`src/rtl/arb_types.sv`:
```
// rtl/arb_types.sv - shared word type and state encoding for the memory arbiter
package arb_types;

   typedef logic [31:0] rv32i_word;

   typedef enum logic [2:0] {
      IDLE,
      INST_BUSY,
      DATA_BUSY,
      INST_DONE,
      DATA_DONE
   } arb_state_e;

   localparam logic [3:0] MBE_ALL = 4'hF;

endpackage

```
`src/rtl/mem_arbiter.sv`:
```
// rtl/mem_arbiter.sv - two-port (inst/data) arbiter onto a single downstream memory port
import arb_types::*;

module mem_arbiter #(
   parameter logic DATA_FIRST = 1'b1
) (
   input  logic       clk,
   input  logic       rst,
   input  logic       inst_read,
   input  rv32i_word  inst_addr,
   output rv32i_word  inst_rdata,
   output logic       inst_resp,
   input  logic       data_read,
   input  logic       data_write,
   input  rv32i_word  data_addr,
   input  rv32i_word  data_wdata,
   input  logic [3:0] data_mbe,
   output rv32i_word  data_rdata,
   output logic       data_resp,
   output logic       mem_read,
   output logic       mem_write,
   output rv32i_word  mem_addr,
   output rv32i_word  mem_wdata,
   output logic [3:0] mem_mbe,
   input  rv32i_word  mem_rdata,
   input  logic       mem_resp
);

   arb_state_e state;
   logic       last_data_grant;
   logic       skip_inst;
   logic       skip_data;
   logic       inst_pend;
   logic       data_pend;
   logic       pick_data;
   logic       pick_inst;

   // A port that just completed sits out one IDLE cycle so its requester can drop the request.
   assign inst_pend = inst_read & ~skip_inst;
   assign data_pend = (data_read | data_write) & ~skip_data;
   assign pick_data = data_pend & (~inst_pend | ~last_data_grant);
   assign pick_inst = inst_pend & ~pick_data;

   always_ff @(posedge clk or negedge rst) begin
      if (!rst) begin
         state           <= IDLE;
         last_data_grant <= ~DATA_FIRST;
         skip_inst       <= 1'b0;
         skip_data       <= 1'b0;
         mem_read        <= 1'b0;
         mem_write       <= 1'b0;
         mem_addr        <= '0;
         mem_wdata       <= '0;
         mem_mbe         <= '0;
         inst_rdata      <= '0;
         inst_resp       <= 1'b0;
         data_rdata      <= '0;
         data_resp       <= 1'b0;
      end else begin
         case (state)
            IDLE: begin
               skip_inst <= 1'b0;
               skip_data <= 1'b0;
               if (pick_data) begin
                  state           <= DATA_BUSY;
                  last_data_grant <= 1'b1;
                  mem_addr        <= data_addr;
                  mem_wdata       <= data_wdata;
                  mem_mbe         <= data_mbe;
                  // Simultaneous read+write is resolved as a write.
                  mem_write       <= data_write;
                  mem_read        <= data_read & ~data_write;
               end else if (pick_inst) begin
                  state           <= INST_BUSY;
                  last_data_grant <= 1'b0;
                  mem_addr        <= inst_addr;
                  mem_wdata       <= '0;
                  mem_mbe         <= MBE_ALL;
                  mem_write       <= 1'b0;
                  mem_read        <= 1'b1;
               end
            end
            INST_BUSY: begin
               if (mem_resp) begin
                  mem_read   <= 1'b0;
                  mem_write  <= 1'b0;
                  inst_rdata <= mem_rdata;
                  inst_resp  <= 1'b1;
                  state      <= INST_DONE;
               end
            end
            DATA_BUSY: begin
               if (mem_resp) begin
                  mem_read   <= 1'b0;
                  mem_write  <= 1'b0;
                  data_rdata <= mem_rdata;
                  data_resp  <= 1'b1;
                  state      <= DATA_DONE;
               end
            end
            INST_DONE: begin
               inst_resp <= 1'b0;
               skip_inst <= 1'b1;
               state     <= IDLE;
            end
            DATA_DONE: begin
               data_resp <= 1'b0;
               skip_data <= 1'b1;
               state     <= IDLE;
            end
            default: state <= IDLE;
         endcase
      end
   end

endmodule

```
`config.mk`:
```
export PLATFORM = sky130hd
export DESIGN_NAME = mem_arbiter
export DESIGN_NICKNAME = d
export VERILOG_FILES = /design/src/rtl/arb_types.sv /design/src/rtl/mem_arbiter.sv
export SDC_FILE = /design/constraint.sdc
export NUM_CORES = 1
export LEC_CHECK = 0
export ABC_CLOCK_PERIOD_IN_PS = 3420
export CORE_UTILIZATION = 44
export DETAILED_ROUTE_END_ITERATION = 12
export GPL_TIMING_DRIVEN = 0
export PLACE_DENSITY = 0.86
export SKIP_LAST_GASP = 1
export SYNTH_ARGS = -nofsm -noshare
export SYNTH_HDL_FRONTEND = slang
export SYNTH_SLANG_ARGS = --single-unit
```
`constraint.sdc`:
```
create_clock -name clk -period 3.42 [get_ports clk]
set_input_delay 0.513 -clock clk [delete_from_list [all_inputs] [get_ports clk]]
set_output_delay 0.513 -clock clk [all_outputs]
set_load 0.005 [all_outputs]
```
; ---- After elaboration in Yosys (flattened, before gate mapping)
; Index checks and enable logic that the tools add are counted.
[op_classes]
bitwise_logic = 13
add_sub_neg = 0
multipliers = 0
n_div = 0
n_eq_ne = 8
n_lt_le_gt_ge = 0
n_reduce_logical = 15
n_shift = 0
muxes = 24
[ops]
columns = cell, count
row1 = $mux W32, 4
row2 = $mux W3, 4
row3 = $pmux W1 S2, 6
row4 = $reduce_bool A2 Y1, 6
row5 = $reduce_and A2 Y1, 5
row6 = $pmux W3 S3, 1
row7 = $mux W4, 2
row8 = $mux W1, 7
row9 = $eq A3 B2 Y1 const B, 2
row10 = $not A1 Y1, 6
row11 = $reduce_and A3 Y1, 2
row12 = $and A1 B1 Y1, 5
row13 = $ne A2 B2 Y1 const B, 2
row14 = $eq A3 B1 Y1 const B, 1
row15 = $eq A3 B3 Y1 const B, 1
row16 = $logic_not A3 Y1, 1
row17 = $ne A3 B3 Y1 const B, 1
row18 = $ne A2 B1 Y1 const B, 1
row19 = $or A1 B1 Y1, 2
row20 = $reduce_or A2 Y1, 1
[word_totals]
elab_cells = 73
n_memories = 0
ram_bits = 0
output_inout_bits = 136
inputBits = 138
register_bits = 142
latch_bits = 0
mem_bits_ro = 0

; ---- Depth between registers and ports, before layout
; Gate-level depths: netlist of run 1.
[depth]
depth_word = 10
depth_mapped = 8
mapped_depth_nobuf = 4

; ---- Worst setup path before layout of run 1
; OpenSTA, ideal clock, no wires.
[synth_timing]
path_type = input -> register
start = input data_read
end = register mem_wdata[1]
required_time_ps = 3299
path_stages = 6
setup_time_ps = 121
t_arrival_ps = 1541
path_buffers = 2
path_slack_ps = 1758
cell_sequence = o21bai_1 nor2_4 and2_1 buf_2 buf_4 a22o_1
[synth_between]
elab_chain_cells = 7
elab_cells_between_ends = 8
classes_between = mux: 1 / bitwise: 5 / reduce/logical: 2
[synth_lines]
columns = item, line_no
row1 = "start, declared", mem_arbiter.sv:13  ; input logic data_read,
row2 = $or A1 B1 Y1 *, mem_arbiter.sv:40  ; assign data_pend = (data_read | data_write) & ~skip_data;
row3 = $and A1 B1 Y1 *, mem_arbiter.sv:40
row4 = $and A1 B1 Y1 *, mem_arbiter.sv:41  ; assign pick_data = data_pend & (~inst_pend | ~last_data_grant);
row5 = $not A1 Y1, mem_arbiter.sv:42  ; assign pick_inst = inst_pend & ~pick_data;
row6 = $and A1 B1 Y1, mem_arbiter.sv:42
row7 = $reduce_bool A2 Y1 (no source line), n/a
row8 = $reduce_and A2 Y1 (no source line), n/a
row9 = "end signal, assigned", mem_arbiter.sv:68  ; mem_wdata <= data_wdata;
row10 = "end, declared", mem_arbiter.sv:23  ; output rv32i_word mem_wdata,
; Every way passes the cells marked *; elsewhere a longest branch is shown, timed or not.
; A chain may end at the register's enable or synchronous reset.

; ---- Final worst setup path of run 1
[layout_timing]
start = input data_write
end = register mem_addr[26]
[layout_between]
elab_chain_cells = 7
elab_cells_between_ends = 8
classes_between = mux: 1 / bitwise: 5 / reduce/logical: 2
[layout_lines]
columns = item, line_no
row1 = "start, declared", mem_arbiter.sv:14  ; input logic data_write,
row2 = $or A1 B1 Y1 *, mem_arbiter.sv:40
row3 = $and A1 B1 Y1 *, mem_arbiter.sv:40
row4 = $and A1 B1 Y1 *, mem_arbiter.sv:41
row5 = $not A1 Y1, mem_arbiter.sv:42
row6 = $and A1 B1 Y1, mem_arbiter.sv:42
row7 = $reduce_bool A2 Y1 (no source line), n/a
row8 = $reduce_and A2 Y1 (no source line), n/a
row9 = "end signal, assigned", mem_arbiter.sv:67  ; mem_addr <= data_addr;
row10 = "end signal, assigned", mem_arbiter.sv:76  ; mem_addr <= inst_addr;
row11 = "end, declared", mem_arbiter.sv:22  ; output rv32i_word mem_addr,
; Marked as above.

==> qor.txt, run 1 <==
final cell utilization of the core: 74.0%
total die area: 13400 µm²
Gate power share: 43.5%
CTS sink cnt: 142
path type of the worst min-delay path: input port to asynchronous set/reset pin
setup bufs post-CTS: 0
# placed instances: 858
CTS resizes: 0
die height: 116 µm
switching pwr: 2.71 mW
relative slew slack: 55.1%
TritonCTS clock tree: done
Post-Syn Area: 5690 µm²
RSZ-0062 raised after global routing: false
worst-margin pin slew: 0.674 ns
vias per cell: 5.12
Reg2Reg Setup Slack: 1.56 ns
VDD IR-drop max: 0.590 mV
Peak Freq: 0.505 GHz
Longest Clk Path Bufs: 2
WHS: 0.100 ns
detailed placement HPWL: 13000 µm
final count of pins violating max slew: 0
drt wl/cell: 20.1 µm
FP Rows: 41
ys flop type: dfrtp_1
Root Buffer: clkbuf_16
worst setup margin: 1.44 ns
Core Region: 12600 µm²
sequential-to-total area share from yosys stat: 62.5%
H-Tree Depth: 4
Nets: 843
Data arrival, critical path: 2.25 ns
Place WS: 1.01 ns
hold buffers post-CTS: 0
P&R area growth vs syn: 64.1%
clk_lat worst skew: 0.42 ns
Async SR Flop Fraction: 100%
Net Count, Synth: 550
gpl congestion: 0.808
Overall Global Routing Usage: 27.3%
crit path launch type: input port
Final Power: 8.94 mW
Internal Pwr Total: 6.24 mW
Antenna diodes: 0
number of flops mapped to enable cells by yosys: 0
most frequent cells in the layout: clkdlybuf4s50_1 (272), dfrtp_1 (142), mux2_2 (65)
wire length on met3: 1790 µm
Die X: 116 µm
initial antenna violation count: 1
Final Skew: 0.00653 ns
PortBufs: 273
vias in the first global route: 4845
crit-path cells: clkdlybuf4s50_1, o21bai_1, a21bo_1, buf_2, clkbuf_1, o21ai_1
status: finished, final reports clean
RR Startpoint: state[2]
first-pass GRT wire length: 26400 µm
Worst path max stage delay: 0.43 ns
total power divided by cell area: 958 nW/µm²
initial drt markers: 237
max-cap violations: 0
register bit count reported by yosys: 142
Clock power frac: 23.3%
antenna viol nets, final: 0
Fin. Hold Viols: 0
post-route insts no fill: 890
final setup fails: 0
router iterations before antenna repair: 4
type of the worst setup path: input port to register
slowest CP cell: clkbuf_1
cell count after synthesis: 412
most common cell after layout, fill and taps aside: clkdlybuf4s50_1
TritonCTS Buffers: 17
M1 wire length: 6450 µm
Bufs and invs on worst path: 3
worst path required time: 3.69 ns
Yosys warning count: 0
worst-path maximum fanout: 10
Syn Area/Cell: 13.8 µm²
Final min period: 1.98 ns
part of the power in registers: 33.1%
starting density of the core: 45.1%
Clock transition at path regs: 0.06 ns
Setup crit end kind: register
Pleak: 4.06 nW
Top Metal Used: met5
switch share: 30.3%
routed wire length on met2: 9050 µm
IO Count: 274
grt total ovfl: 0
largest net degree at the start of global routing: 74
cell family with most CP delay: buffers and inverters
Worst Reg-to-Reg Cells: 7
crit path from: data_write
worst r2r dst: mem_addr[0]
Period Utilization, post-route: 57.9%
share of post-route cells with drive strength above 1: 17.5%
Via Count: 4558
Synth cell types: 33
drt total wl: 17900 µm
Remaining DRCs: 0
-- area by class of cell --
type                       count  area (µm²)
sequential                   142        3550
clock inverter                14         240
fill                         842        3290
buffer                        28         204
timing repair buffer         274        2760
multi-input combinational    240        1920
inverter                       2        7.51
clock buffer                  18         429
tap                          172         215
-- worst max path at each step --
stage	endpoint	slack, ns	cells after the start
global route	mem_addr[1]	1.32	7
finish	mem_addr[26]	1.44	6
detailed placement	mem_addr[26]	1.01	6
global placement	mem_wdata[10]	-3.51	1
floorplan	mem_wdata[1]	1.76	6
CTS	mem_addr[26]	1.42	6
-- kinds of logic after synthesis --
logic type	synth area share, %
flops	62.5
simple gates	4.99
mux	18.5
buf+inv	3.72
compound gates	10.1
xor+xnor	0.154
-- flip-flops by register name, indices dropped and copies added (netlist names) --
register	cells
data_rdata	32
inst_rdata	32
mem_addr	32
mem_wdata	32
mem_mbe	4
state	3
data_resp	1
inst_resp	1
last_data_grant	1
mem_read	1
mem_write	1
skip_data	1
skip_inst	1
-- worst register-to-register path: cells and delay by family (launching register included) --
family / cells / cell delay (ns)
buf+inv: 3 / 0.60
flops: 1 / 0.38
simple gates: 2 / 0.45
compound gates: 2 / 0.32
-- routing by layer --
metal  track usage [%]  vias to the layer above
li1                  -                     2056
met5                 0                        -
met1              28.2                     2239
met4              13.1                        2
met2              49.0                      222
met3              9.78                       39
-- synth_stat cells, drive strengths merged (2+ instances only) --
cell type | count | area, µm²
dfrtp | 142 | 3550
mux2 | 65 | 732
nand2 | 38 | 143
o21ai | 36 | 180
a22o | 33 | 289
mux2i | 32 | 320
buf | 24 | 189
nor2 | 8 | 40.0
a21oi | 4 | 20.0
clkbuf | 4 | 15.0
nor3 | 4 | 42.5
o22a | 4 | 35.0
and2 | 2 | 12.5
inv | 2 | 7.51
nor2b | 2 | 12.5
-- power by group through the flow --
| stage | combinational, mW | sequential, mW | clock (mW) |
|---|---|---|---|
| 3_3_place_gp | 3.75 | 2.90 | 0 |
| 6_report | 3.89 | 2.96 | 2.09 |
| 2_1_floorplan | 1.60 | 2.97 | 0 |
| 3_5_place_dp | 3.88 | 2.96 | 0 |
| 4_1_cts | 3.94 | 2.97 | 2.11 |
| 5_1_grt | 4.18 | 3.05 | 2.18 |
-- per-stage QoR --
step / TNS, ns / instance area, µm²
floorplan: 0 / 5690
global placement: -497.61 / 8630
detailed placement: 0 / 8660
CTS: 0 / 9330
global route: 0 / 9330
finish: 0 / 9330
(Power assumes the default switching activity.)
==> run 2, diff against run 1 <==
--- a/config.mk
+++ b/config.mk
@@ -5,11 +5,11 @@
 export SDC_FILE = /design/constraint.sdc
 export NUM_CORES = 1
 export LEC_CHECK = 0
-export ABC_CLOCK_PERIOD_IN_PS = 3420
-export CORE_UTILIZATION = 44
+export ABC_CLOCK_PERIOD_IN_PS = 2000
+export CORE_UTILIZATION = 41
 export DETAILED_ROUTE_END_ITERATION = 12
 export GPL_TIMING_DRIVEN = 0
-export PLACE_DENSITY = 0.86
+export PLACE_DENSITY = 0.81
 export SKIP_LAST_GASP = 1
 export SYNTH_ARGS = -nofsm -noshare
 export SYNTH_HDL_FRONTEND = slang
==> constraint.sdc (replaced) <==
create_clock -name clk -period 2 [get_ports clk]
set_input_delay 0.3 -clock clk [delete_from_list [all_inputs] [get_ports clk]]
set_output_delay 0.3 -clock clk [all_outputs]
set_load 0.005 [all_outputs]
==> qor.txt, run 2 (synthesis results as in run 1) <==
worst-path maximum fanout: 10 (unchanged)
starting density of the core: 42.4% (-2.6 points)
crit path launch type: register
Final min period: 1.84 ns
relative slew slack: 46.4% (-8.6 points)
detailed placement HPWL: 12200 µm (-6.0%)
Filler cells: 962 (+14%)
Data arrival, critical path: 2.11 ns (-0.14 ns)
vias per cell: 5.05 (-1.5%)
initial antenna violation count: 0 (-1)
Overall Global Routing Usage: 23.6% (-3.7 points)
first-pass GRT wire length: 25500 µm (-3.6%)
Nets: 844 (+0.12%)
FP Rows: 42 (+2.4%)
drt wl/cell: 18.2 µm (-9.4%)
antenna viol nets, final: 0 (unchanged)
Root Buffer: clkbuf_16
total power divided by cell area: 1590 nW/µm² (+65%)
Clock transition at path regs: 0.06 ns (about the same)
die height: 120 µm (+3.5%)
final cell utilization of the core: 69.2% (-4.7 points)
Fin. Hold Viols: 0 (unchanged)
Core Region: 13400 µm² (+6.2%)
post-route insts no fill: 894 (+0.45%)
setup bufs post-CTS: 0 (unchanged)
Sum Neg Setup Slack: 0 ns (unchanged)
status: finished, final reports clean
PortBufs: 273 (unchanged)
TritonCTS Buffers: 17 (unchanged)
worst path required time: 2.27 ns (-1.42 ns)
clk_lat worst skew: 0.41 ns (about the same)
initial drt markers: 165 (-30%)
Period Utilization, post-route: 91.8%
Via Count: 4512 (-1.0%)
crit-path cells: o21bai_1, nor2_4, buf_4, mux2i_1, o21ai_1
Pleak: 4.04 nW (-0.71%)
path type of the worst min-delay path: register to register
Die X: 120 µm (+3.5%)
Final Skew: 0.00597 ns (-0.000563 ns)
vias in the first global route: 4892 (+0.97%)
final setup fails: 0 (unchanged)
slowest CP cell: dfrtp_1
worst-margin pin slew: 0.804 ns (+0.129 ns)
most common cell after layout, fill and taps aside: clkdlybuf4s50_1
type of the worst setup path: register to register
Bufs and invs on worst path: 1 (-2)
router iterations before antenna repair: 4 (unchanged)
Setup crit end kind: register
total die area: 14300 µm² (+7.2%)
final count of pins violating max slew: 0 (unchanged)
gpl congestion: 0.833 (+3.0%)
hold buffers post-CTS: 1 (+1)
# placed instances: 862 (+0.47%)
IO Count: 274 (unchanged)
Longest Clk Path Bufs: 2 (unchanged)
TritonCTS clock tree: done
drt total wl: 16300 µm (-9.0%)
Worst path max stage delay: 0.41 ns (-0.02 ns)
P&R area growth vs syn: 63.1%
Antenna diodes: 0 (unchanged)
CTS resizes: 0 (unchanged)
Peak Freq: 0.545 GHz
VDD IR-drop max: 0.804 mV (+36%)
cell family with most CP delay: flip-flops
Remaining DRCs: 0 (unchanged)
grt total ovfl: 0 (unchanged)
most frequent cells in the layout: clkdlybuf4s50_1 (272), dfrtp_1 (142), mux2_2 (65)
CTS sink cnt: 142 (unchanged)
RSZ-0062 raised after global routing: false
max-cap violations: 0 (unchanged)
share of post-route cells with drive strength above 1: 17.4% (-0.14 points)
largest net degree at the start of global routing: 87 (+18%)
H-Tree Depth: 4 (unchanged)
==> run 2: changes by cell type in the layout (fill, tap and decap cells not counted) <==
cell | previous run | this run
bufinv_16 | 6 | 3
clkbuf_8 | 0 | 2
clkinv_2 | 2 | 4
clkinv_4 | 3 | 1
clkinvlp_4 | 2 | 3
dlygate4sd3_1 | 0 | 1
inv_6 | 1 | 0
==> run 2: metal layers <==
layer	track usage, %	wire (µm)	vias to the layer above
li1	-	-	2053
met1	24.7	6030	2230
met2	42.0	8390	194
met3	8.75	1350	35
met4	10.4	510	0
met5	0	0	-
==> run 2: path summary, 6_finish.rpt <==
| kind | startpoint | endpoint | slack (ns) | depth (start not counted) |
|---|---|---|---|---|
| max in group asynchronous | rst | mem_addr[21] | 0.72 | 3 |
| setup reg to reg | skip_data | mem_addr[11] | 0.16 | 5 |
| hold reg to reg | last_data_grant | last_data_grant | 0.49 | 2 |
| hold / removal | last_data_grant | last_data_grant | 0.49 | 2 |
| min in group asynchronous | rst | data_rdata[0] | 0.54 | 2 |
| setup / recovery | skip_data | mem_addr[11] | 0.16 | 5 |
==> run 2: where the power goes <==
part	switching (mW)	internal (mW)	total (mW)	leakage (nW)
Clock	1.16	2.01	3.17	0.288
Sequential	0.728	4.26	4.99	1.73
Combinational	2.49	4.06	6.55	2.01
==> run 2: tightest hold or removal path, delay by kind of cell, from the launching register on <==
kind,cells,cell delay (ns)
flip-flops,1,0.34
AND/OR/NAND/NOR,2,0.11
==> run 2: per-stage QoR <==
step / area (µm²) / setup slack (ns) / hold WS (ns) / power [mW]
after floorplan: 5690 / 0.414 / 0.00441 / 7.82
after global placement: 8640 / -4.76 / 0.454 / 11.4
after detailed placement: 8670 / -0.184 / 0.421 / 11.6
after CTS: 9280 / 0.143 / 0.464 / 14.9
after global routing: 9280 / 0.0194 / 0.479 / 15.6
final: 9280 / 0.164 / 0.486 / 14.7
==> run 2: cell type report <==
cell class | count | area [µm²] | share of cell area [%]
Multi-Input combinational cell | 240 | 1920 | 20.7
Buffer | 28 | 204 | 2.20
Sequential cell | 142 | 3550 | 38.3
Tap cell | 176 | 220 | 2.37
Inverter | 2 | 7.51 | 0.0809
Clock inverter | 11 | 141 | 1.52
Timing Repair Buffer | 275 | 2770 | 29.9
Clock buffer | 20 | 457 | 4.92
==> run 3, diff against run 2 <==
--- a/config.mk
+++ b/config.mk
@@ -6,10 +6,10 @@
 export NUM_CORES = 1
 export LEC_CHECK = 0
 export ABC_CLOCK_PERIOD_IN_PS = 2000
-export CORE_UTILIZATION = 41
+export CORE_UTILIZATION = 36
 export DETAILED_ROUTE_END_ITERATION = 12
+export DONT_BUFFER_PORTS = 1
 export GPL_TIMING_DRIVEN = 0
-export PLACE_DENSITY = 0.81
 export SKIP_LAST_GASP = 1
 export SYNTH_ARGS = -nofsm -noshare
 export SYNTH_HDL_FRONTEND = slang
==> qor.txt, run 3 (synthesis results as in run 1) <==
worst path required time: 2.29 ns (+0.02 ns)
setup bufs post-CTS: 0 (unchanged)
worst r2r dst: data_rdata[25]
detailed placement HPWL: 9740 µm (-21%)
TritonCTS Buffers: 17 (unchanged)
initial antenna violation count: 0 (unchanged)
Period Utilization, post-route: 91.9% (+0.095 points)
final cell utilization of the core: 43.9% (-25 points)
RSZ-0062 raised after global routing: false
router iterations before antenna repair: 4 (unchanged)
clk_lat worst skew: 0.41 ns (about the same)
max-cap violations: 0 (unchanged)
Pleak: 3.02 nW (-25%)
most frequent cells in the layout: dfrtp_1 (142), mux2_2 (65), nand2_1 (38)
Nets: 588 (-30%)
final setup fails: 0 (unchanged)
final count of pins violating max slew: 0 (unchanged)
worst-path maximum fanout: 10 (unchanged)
Setup crit end kind: register
vias per cell: 5.20 (+2.9%)
share of post-route cells with drive strength above 1: 26.8% (+9.4 points)
PortBufs: 0 (-100%)
antenna viol nets, final: 0 (unchanged)
H-Tree Depth: 4 (unchanged)
worst-margin pin slew: 0.476 ns (-0.328 ns)
drt wl/cell: 20.3 µm (+12%)
post-route insts no fill: 674 (-25%)
first-pass GRT wire length: 20300 µm (-20%)
total die area: 16300 µm² (+14%)
initial drt markers: 125 (-24%)
Overall Global Routing Usage: 16.8% (-6.8 points)
die height: 128 µm (+6.6%)
Antenna diodes: 0 (unchanged)
largest net degree at the start of global routing: 143 (+64%)
relative slew slack: 68.3% (+22 points)
Reg2Reg Setup Slack: 0.16 ns (about the same)
TritonCTS clock tree: done
Final min period: 1.84 ns (+0.00189 ns)
multi-input logic area: 1920 µm² (unchanged)
VDD IR-drop max: 0.737 mV (-8.3%)
most common cell after layout, fill and taps aside: dfrtp_1
starting density of the core: 37.1% (-5.3 points)
Die X: 128 µm (+6.6%)
type of the worst setup path: register to register
drt total wl: 13700 µm (-16%)
Filler cells: 1445 (+50%)
CTS sink cnt: 142 (unchanged)
path type of the worst min-delay path: input port to asynchronous set/reset pin
Fin. Hold Viols: 142 (+142)
status: finished with violations
Remaining DRCs: 0 (unchanged)
IO Count: 274 (unchanged)
WHS: -0.418 ns (-0.903 ns)
failing checks: hold timing
vias in the first global route: 3719 (-24%)
Longest Clk Path Bufs: 2 (unchanged)
gpl congestion: 0.723 (-13%)
grt total ovfl: 0 (unchanged)
FP Rows: 45 (+7.1%)
CTS resizes: 0 (unchanged)
crit path launch type: register
P&R area growth vs syn: 18.3%
total power divided by cell area: 1760 nW/µm² (+11%)
Root Buffer: clkbuf_16
RR Startpoint: state[1]
Sum Neg Setup Slack: 0 ns (unchanged)
Peak Freq: 0.544 GHz (-0.10%)
Worst Reg-to-Reg Cells: 5 (unchanged)
sequential cell area: 3550 µm² (unchanged)
Clock transition at path regs: 0.06 ns (about the same)
Final Skew: 0.00734 ns (+0.00137 ns)
# placed instances: 623 (-28%)
Core Region: 15300 µm² (+14%)
Via Count: 3502 (-22%)
Data arrival, critical path: 2.13 ns (+0.02 ns)
## run 3: cell count changes in the layout (fill, tap and decap cells not counted), sizes merged
cell | before | now
clkdlybuf4s50 | 272 | 0
dlygate4sd3 | 1 | 19
clkinvlp | 3 | 6
inv | 2 | 7
buf | 26 | 24
bufinv | 3 | 2
clkbuf | 24 | 22
clkinv | 5 | 1
## run 3: timing repair
| action | in CTS | in global routing |
|---|---|---|
| endpoints found under the hold margin | 158 | 145 |
| setup endpoints to repair | 0 | 0 |
| hold buffers | 16 | 3 |
## run 3: worst max path at each step
stage             start        endpoint  slack [ns]  cells after the start
6_report       state[1]  data_rdata[25]        0.16                      5
5_1_grt        state[2]    mem_addr[31]        0.04                      7
4_1_cts        state[1]  data_rdata[25]        0.13                      5
3_5_place_dp   state[1]  data_rdata[13]        0.13                      5
3_3_place_gp   state[2]     mem_addr[1]        0.15                      7
2_1_floorplan  state[2]   mem_wdata[26]        0.41                      6
## run 3: power by group
| part | internal [mW] | switching (mW) |
|---|---|---|
| clock | 1.86 | 1.27 |
| combinational | 1.75 | 1.54 |
| sequential | 4.27 | 1.15 |
## run 3: area by class of cell
cell class | count | share of cell area [%]
multi-input cells | 240 | 28.6
flip-flops and latches | 142 | 52.8
clock buffers | 18 | 6.38
repair buffers | 19 | 2.83
well taps | 211 | 3.92
plain buffers | 28 | 3.03
clock inverters | 14 | 2.34
inverters | 2 | 0.112
## run 3: stage by stage
| step | instance area, µm² | hold slack, ns | power [mW] | setup WS (ns) |
|---|---|---|---|---|
| after floorplan | 5690 | 0.00441 | 7.82 | 0.414 |
| after global placement | 5950 | 0.00776 | 8.63 | 0.149 |
| after detailed placement | 5950 | 0.00769 | 8.78 | 0.131 |
| after CTS | 6700 | -0.442 | 12.0 | 0.125 |
| after global routing | 6730 | -0.448 | 12.6 | 0.0383 |
| final | 6730 | -0.418 | 11.8 | 0.162 |
## run 3: critical path, stage by stage (launching register included)
cell and delay, ns:
dfrtp_1 0.38, buf_2 0.23, nand2_1 0.15, nor3_4 0.33, buf_4 0.28, mux2_2 0.35
## run 3: metal layers
| metal | global-route usage (%) | up-vias | share of wire [%] |
|---|---|---|---|
| li1 | - | 1547 | - |
| met1 | 17.8 | 1745 | 36 |
| met2 | 28.2 | 198 | 50 |
| met3 | 9.47 | 12 | 13 |
| met4 | 5.33 | 0 | 1.0 |
| met5 | 0 | - | 0 |
